<file path="config.mk">
export PLATFORM = sky130hd
export DESIGN_NAME = lockin_iq_demod
export DESIGN_NICKNAME = d
export VERILOG_FILES = /design/src/rtl/lockin_iq_demod.sv
export SDC_FILE = /design/constraint.sdc
export NUM_CORES = 2
export LEC_CHECK = 0
export ABC_CLOCK_PERIOD_IN_PS = 5000
export BUFFER_PORTS_ARGS = -buffer_cell sky130_fd_sc_hd__buf_2
export CORE_ASPECT_RATIO = 0.75
export CORE_MARGIN = 5
export CORE_UTILIZATION = 60
export CTS_CLUSTER_SIZE = 30
export DETAILED_ROUTE_END_ITERATION = 10
export PLACE_DENSITY_LB_ADDON = 0.25
export SETUP_SLACK_MARGIN = 0.5
export SYNTH_ARGS = -nofsm -noshare
export SYNTH_HDL_FRONTEND = slang
export SYNTH_SLANG_ARGS = --single-unit
export TNS_END_PERCENT = 10
</file>
<file path="constraint.sdc">
create_clock -name clk -period 5 [get_ports clk]
set_clock_uncertainty 0.1 [all_clocks]
set_input_delay 0.25 -clock clk [delete_from_list [all_inputs] [get_ports clk]]
set_output_delay 0.25 -clock clk [all_outputs]
set_load 0.01 [all_outputs]
</file>
<file path="src/rtl/lockin_iq_demod.sv">
// lockin_iq_demod: I/Q lock-in demodulator. It multiplies ADC samples by the DDS sin/cos references
// and integrates the products over n reference periods, using the zero-crossing pulses as window edges.
module lockin_iq_demod #(
    parameter int DATA_W = 14,
    parameter int ACC_W  = 48,
    parameter int CNT_W  = 16
) (
    input  logic                     clk,
    input  logic                     reset_n,
    input  logic                     start_i,
    input  logic                     abort_i,
    input  logic [CNT_W-1:0]         n_periods_i,
    input  logic signed [DATA_W-1:0] adc_i,
    input  logic signed [DATA_W-1:0] sin_i,
    input  logic signed [DATA_W-1:0] cos_i,
    input  logic                     ref_valid_i,
    input  logic                     zc_i,
    output logic signed [ACC_W-1:0]  i_o,
    output logic signed [ACC_W-1:0]  q_o,
    output logic                     result_valid_o,
    output logic                     busy_o,
    output logic [31:0]              count_o,
    output logic                     overflow_o
);
    localparam int PW = 2 * DATA_W;
    typedef enum logic [1:0] {IDLE, ARM, ACC, DONE} state_t;
    state_t state_q, state_d;
    logic signed [PW-1:0] p_i_q, p_i_d, p_q_q, p_q_d;
    logic v1_q, zc1_q;
    logic [CNT_W-1:0] n_q, n_d, per_q, per_d;
    logic [31:0] cnt_q, cnt_d, count_q, count_d;
    logic signed [ACC_W-1:0] acc_i_q, acc_i_d, acc_q_q, acc_q_d, add_i, add_q, i_q, i_d, q_q, q_d;
    logic ovf_q, ovf_d, ovfr_q, ovfr_d, busy_q, busy_d, rv_q, rv_d;
    logic term, acc_en, clr, ld, ovf_add;

    always_ff @(posedge clk or negedge reset_n) begin
        if (!reset_n) begin
            state_q <= IDLE;
            p_i_q   <= '0;
            p_q_q   <= '0;
            v1_q    <= 1'b0;
            zc1_q   <= 1'b0;
            n_q     <= '0;
            per_q   <= '0;
            cnt_q   <= '0;
            acc_i_q <= '0;
            acc_q_q <= '0;
            ovf_q   <= 1'b0;
            i_q     <= '0;
            q_q     <= '0;
            count_q <= '0;
            ovfr_q  <= 1'b0;
            busy_q  <= 1'b0;
            rv_q    <= 1'b0;
        end else begin
            state_q <= state_d;
            p_i_q   <= p_i_d;
            p_q_q   <= p_q_d;
            v1_q    <= ref_valid_i;
            zc1_q   <= zc_i;
            n_q     <= n_d;
            per_q   <= per_d;
            cnt_q   <= cnt_d;
            acc_i_q <= acc_i_d;
            acc_q_q <= acc_q_d;
            ovf_q   <= ovf_d;
            i_q     <= i_d;
            q_q     <= q_d;
            count_q <= count_d;
            ovfr_q  <= ovfr_d;
            busy_q  <= busy_d;
            rv_q    <= rv_d;
        end
    end

    // The terminating zero crossing opens the next period, so its sample is not accumulated.
    always_comb begin
        term    = v1_q & zc1_q & (per_q == n_q - 1'b1);
        state_d = (state_q == IDLE) ? (start_i ? ARM : IDLE) :
                  (state_q == DONE) ? IDLE :
                  abort_i           ? IDLE :
                  (state_q == ARM)  ? ((v1_q & zc1_q) ? ACC : ARM) :
                                      (term ? DONE : ACC);
    end

    always_comb begin
        p_i_d   = PW'(adc_i) * PW'(sin_i);
        p_q_d   = PW'(adc_i) * PW'(cos_i);
        clr     = (state_q == IDLE) & start_i;
        acc_en  = v1_q & (((state_q == ARM) & zc1_q) | ((state_q == ACC) & ~term));
        add_i   = acc_i_q + ACC_W'(p_i_q);
        add_q   = acc_q_q + ACC_W'(p_q_q);
        ovf_add = ((acc_i_q[ACC_W-1] == p_i_q[PW-1]) & (add_i[ACC_W-1] != acc_i_q[ACC_W-1])) |
                  ((acc_q_q[ACC_W-1] == p_q_q[PW-1]) & (add_q[ACC_W-1] != acc_q_q[ACC_W-1]));
        n_d     = clr ? ((n_periods_i == '0) ? CNT_W'(1) : n_periods_i) : n_q;
        acc_i_d = clr ? '0 : acc_en ? add_i : acc_i_q;
        acc_q_d = clr ? '0 : acc_en ? add_q : acc_q_q;
        cnt_d   = clr ? '0 : (acc_en & ~&cnt_q) ? cnt_q + 1'b1 : cnt_q;
        per_d   = clr ? '0 : (acc_en & (state_q == ACC) & zc1_q) ? per_q + 1'b1 : per_q;
        ovf_d   = clr ? 1'b0 : ovf_q | (acc_en & ovf_add);
    end

    always_comb begin
        ld      = (state_d == DONE);
        i_d     = ld ? acc_i_q : i_q;
        q_d     = ld ? acc_q_q : q_q;
        count_d = ld ? cnt_q : count_q;
        ovfr_d  = ld ? ovf_q : ovfr_q;
        busy_d  = (state_d == ARM) | (state_d == ACC);
        rv_d    = ld;
    end

    assign i_o            = i_q;
    assign q_o            = q_q;
    assign count_o        = count_q;
    assign overflow_o     = ovfr_q;
    assign busy_o         = busy_q;
    assign result_valid_o = rv_q;
endmodule
</file>
After elaboration in Yosys (flattened, before gate mapping). Index checks and enable logic that the tools add are counted.

Register bits after elaboration: 352. Word-level logic and storage cells: 76. Bits of input ports: 64.

$add $sub $neg: 5. $mul: 2. Mux-type cells: 17. Equal/unequal tests: 11. Reductions and logical operators: 7. Bitwise gates (word level): 17.

Operator list (number): 48-bit two-way mux (4); 48-bit by 28-bit adder with 48-bit output (2); 32-bit two-way mux (2); 14-bit by 14-bit multiplier with 28-bit output (2); 16-bit two-way mux (3); 32-bit by 1-bit adder with 32-bit output, second input constant (1); 32-bit AND reduction (1); 16-bit by 1-bit adder with 16-bit output, second input constant (1); 16-bit equality test (1); 16-bit logical NOT (1); 16-bit by 1-bit subtractor with 16-bit output, second input constant (1); 1-bit bitwise AND (12); 2-bit two-way mux (5); 2-bit equality test, second input constant (4); 2-bit nonzero test (3); 2-bit by 1-bit equality test with 1-bit output, second input constant (2); 1-bit OR (4); 1-bit two-way mux (3); 1-bit equality test (2); 2-bit logical NOT (1); 1-bit != test (2); 1-bit logical NOT (1); 1-bit NOT (1).

Depth between registers and ports, before layout.
Depth in word-level cells: 11. Gate-level depth with buffers: 27. Depth with buffers taken out: 25.

Least setup slack after synthesis. No wires, ideal clock.

Kind: input -> register. Start: input port adc_i[7]. End: register p_q_q[26]. Setup time: 0.072 ns. Cell stages on the path: 27. Path slack: -1.508 ns. Arrival: 6.336 ns. Path through: clkbuf_1 clkbuf_1 and2_1 fa_1 inv_1 fa_1 inv_1 fa_1 inv_1 fa_1 inv_1 fa_1 inv_1 fa_1 inv_1 ha_1 nand2_1 nand2_1 a2111oi_0 o211a_1 nor3_1 o31ai_1 a21boi_0 o31ai_1 a21oi_1 or4_1 nand4b_1.

Longest elaborated chain between the ends: 1.

Ends and longest elaborated chain: start, declared (RTL line 13) `input logic signed [DATA_W-1:0] adc_i,`; 14-bit by 14-bit multiplier with 28-bit output (RTL line 88) `p_q_d = PW'(adc_i) * PW'(cos_i);`; named net p_q_d[26] (RTL line 28) `logic signed [PW-1:0] p_i_q, p_i_d, p_q_q, p_q_d;`; end signal, assigned (RTL line 58) `p_q_q <= p_q_d;`; end, declared (RTL line 28).

The timed path passes the listed nets, and every way through them passes these cells. A chain may end at the register's enable or synchronous reset.

Worst setup path in the final report.
Start: input port adc_i[7]. End: register p_i_q[23].

Longest elaborated chain between the ends: 1.

Ends and longest elaborated chain: 14-bit by 14-bit multiplier with 28-bit output (RTL line 87) `p_i_d = PW'(adc_i) * PW'(sin_i);`; named net p_i_d[23] (RTL line 28); end signal, assigned (RTL line 57) `p_i_q <= p_i_d;`; end, declared (RTL line 28).

The timed path passes the listed nets, and every way through them passes these cells.

==> metrics.json <==
{
  "outcome": {
    "run_status": "complete, but fails checks",
    "failed_checks": "setup timing"
  },
  "critical_path": {
    "setup.worst_path.start": "adc_i[7]",
    "longest_individual_stage_delay_on_the_worst_path_ps": 600,
    "setup.worst_path.class": "input port to flop",
    "cp_data_arrival_time_ps": 5930,
    "required_time_of_the_critical_path_ps": 5340,
    "worst_path_max_delay_cell": "fa_2",
    "path_max_fanout": 8,
    "critical_path_buffer_and_inverter_count": 9,
    "worstSetupEndpointType": "flop",
    "startpoint_type": "input port",
    "timing.rr.start": "n_q[6]",
    "critical-path-top-delay-family": "adder cells"
  },
  "floorplan": {
    "core.rowCount": 75,
    "start_util": 0.6022,
    "die_width_um": 282.7,
    "die_area_um2": 60630,
    "die_height_um": 214.5,
    "core_region_area_um2": 55550,
    "pin_count": 195
  },
  "yosys": {
    "postSynthRegisterBits": 352,
    "synthesis.area_per_instance_um2": 9.697,
    "dominantRegCellSynth": "dfrtp_1",
    "post_synthesis_compound_gate_area_fraction": 0.09574,
    "largest_family_of_logic_cells_by_synthesized_area": "adder cells",
    "synthXorXnorAreaFrac": 0.05262,
    "synth.area.mux_share": 0.04559,
    "ys_async_sr_fraction": 1.000,
    "netlist_area_um2": 33450,
    "syn_nets": 4138,
    "synth-edff-count": 0,
    "post_synthesis_simple_gate_area_fraction": 0.1492,
    "synth-seq-area-share": 0.2633,
    "synth_warnings": 0,
    "synth_adder_area_share": 0.3213,
    "yosys.cell_types.count": 72,
    "synthesis.instances": 3450
  },
  "global_routing": {
    "gr_ovfl_total": 0,
    "antenna_violations_before_repair": 1,
    "maximum_number_of_pins_on_one_net_before_global_route_repair": 108,
    "grt_pass1_wl_um": 130900,
    "grt_use_total": 0.2589,
    "via_count_of_the_first_global_routing_pass": 26300
  },
  "layout": {
    "num-nets-final": 4519,
    "fillCellCount": 4137,
    "drive_gt1_frac": 0.2085,
    "stdcell_count": 4592,
    "area_overhead_vs_synth_pct": 17.45
  },
  "sta": {
    "fin_crit_ps": 5597,
    "slew-limit-headroom": 0.4285,
    "tns_ps": -6612,
    "timing.final.hold_violations": 0,
    "fin_ws_ps": -596.6,
    "fin_worst_hold_slack_ps": 77.94,
    "maxSlewViolCount": 0,
    "rsz0062_at_grt": "yes",
    "final_min_period_over_clock_period": 1.119,
    "timing.final.setup_violations": 20,
    "achievable-frequency_mhz": 178.7,
    "timing_worst_slew_pin_value_ps": 857.3
  },
  "job": {
    "max_cap_viol_count": 0
  },
  "placement": {
    "dp.final_hpwl_um": 60110,
    "routabilityCongestion": 0.9276,
    "dp_slack_ps": -1400,
    "placed_cells": 4487,
    "buffer_ports.inserted": 194
  },
  "route": {
    "dr.first_iter.drc_count": 1860,
    "drc_errors": 0,
    "detail-route-antenna-nets": 0,
    "detail_route.first_pass.iterations": 5,
    "routedWlPerCell_um": 16.97,
    "route.detailed.vias_per_inst": 5.558,
    "postRouteWirelength_um": 77930,
    "routed-via-count": 25520
  },
  "clock_network": {
    "cts-htree-levels": 2,
    "clock_sinks": 352,
    "cts_tree": "yes",
    "clock_tree.root_cell": "clkbuf_16",
    "clk_pin_slew_ps": 60,
    "numCtsBuffers": 39,
    "clock_tree.buffer_depth": 3,
    "clock_latency_ps": 570
  },
  "hold_path": {
    "worstHoldPathType": "input port to flop",
    "worst_hold_startpoint": "sin_i[0]"
  }
}
[layout make-up]
cell class                 instances  area, um2  area share
antenna                            1      2.502  0.00006369
clock buffer                      50       1077     0.02742
clock inverter                    20      286.5    0.007292
inverter                         479       1802     0.04585
multi-input combinational       2471      22860      0.5819
sequential                       352       8808      0.2242
tap                              731      914.6     0.02328
timing repair buffer             488       3537     0.09002
[cells in the mapped netlist (24+ instances only)]
library cell,number,area share
xnor2_1,119,0.031
o21ai_0,162,0.024
a21oi_1,128,0.019
a21o_1,68,0.015
nor2b_1,24,0.0045
nand2_1,291,0.033
nor2_1,142,0.016
inv_1,478,0.054
xor2_1,82,0.021
mux2_2,131,0.044
nor3_1,42,0.0063
and2_1,214,0.040
clkbuf_1,125,0.014
nand3_1,138,0.021
ha_1,232,0.087
and3_1,24,0.0045
fa_1,392,0.23
dfrtp_1,352,0.26
[metrics by stage]
step                      cell area, um2  utilization
after floorplan                    33820            -
after CTS                          38940       0.7009
after detailed placement           37000       0.6661
final                              39290       0.7073
after global routing               39290       0.7073
after global placement             37000       0.6661
[state kept, by name, indices dropped and copies added, names as in the netlist, 2 cells and up]
register	cells
acc_i_q	48
acc_q_q	48
i_o	48
q_o	48
cnt_q	32
count_o	32
p_i_q	28
p_q_q	28
n_q	16
per_q	16
state_q	2
[worst paths after layout]
path / to / slack [ps] / cells after the start
max in group asynchronous: cnt_q[17] / 3310 / 3
hold / removal: p_i_q[0] / 80 / 3
setup reg to reg: i_o[17] / 710 / 12
hold reg to reg: ovf_q / 380 / 2
min in group asynchronous: p_i_q[27] / 260 / 2
setup / recovery: p_i_q[23] / -600 / 25
[worst register-to-register path, stage by stage (launching register included)]
cell,delay (ps)
dfrtp_1,450
or3_1,440
or3_4,370
o31a_1,300
or3_1,340
a31oi_1,200
nand4b_1,260
nor3b_1,270
a21oi_1,70
o21ai_2,180
ha_4,480
buf_12,290
mux2_2,410
[layer usage]
layer  GRT usage  vias to the layer above  routed length [um]
met4     0.04919                        2                1330
met3     0.04136                      103                5018
met5           0                        -                  12
met1      0.3893                    12670               35890
li1            -                    12020                   -
met2      0.4051                      720               35680
[layout by cell type, fill, tap and decap left out, types with 118 or more instances in the layout]
master,netlist,routed
xnor2_1,119,118
inv_1,478,462
fa_1,392,382
nand2_1,291,283
mux2_2,131,131
o21ai_0,162,154
dfrtp_1,352,352
and2_1,214,202
buf_4,5,254
ha_1,232,216
nor2_1,142,137
nand3_1,138,138
buf_2,10,174
[what timing repair did]
item / 4_1_cts / 5_1_grt
buffers inserted: 7 / 7
setup endpoints to repair: 44 / 144
endpoints found under the hold margin: 121 / 0
hold buffers: 20 / 0
pin swaps: 49 / 54
resized for setup: 86 / 76
[cells by family (layout without fill, tap and decap cells)]
group,after synthesis,in the layout
AND/OR/NAND/NOR,993,993
buffers and inverters,627,1037
flip-flops,352,352
XOR/XNOR,201,201
adder cells (fa/ha/maj),624,624
other,0,1
multiplexers,136,136
AO/OA/AOI/OAI,517,517
Power is left out: the tool's default activity adds up to more than one toggle a clock period on the data nets, which glitch-free logic cannot reach.
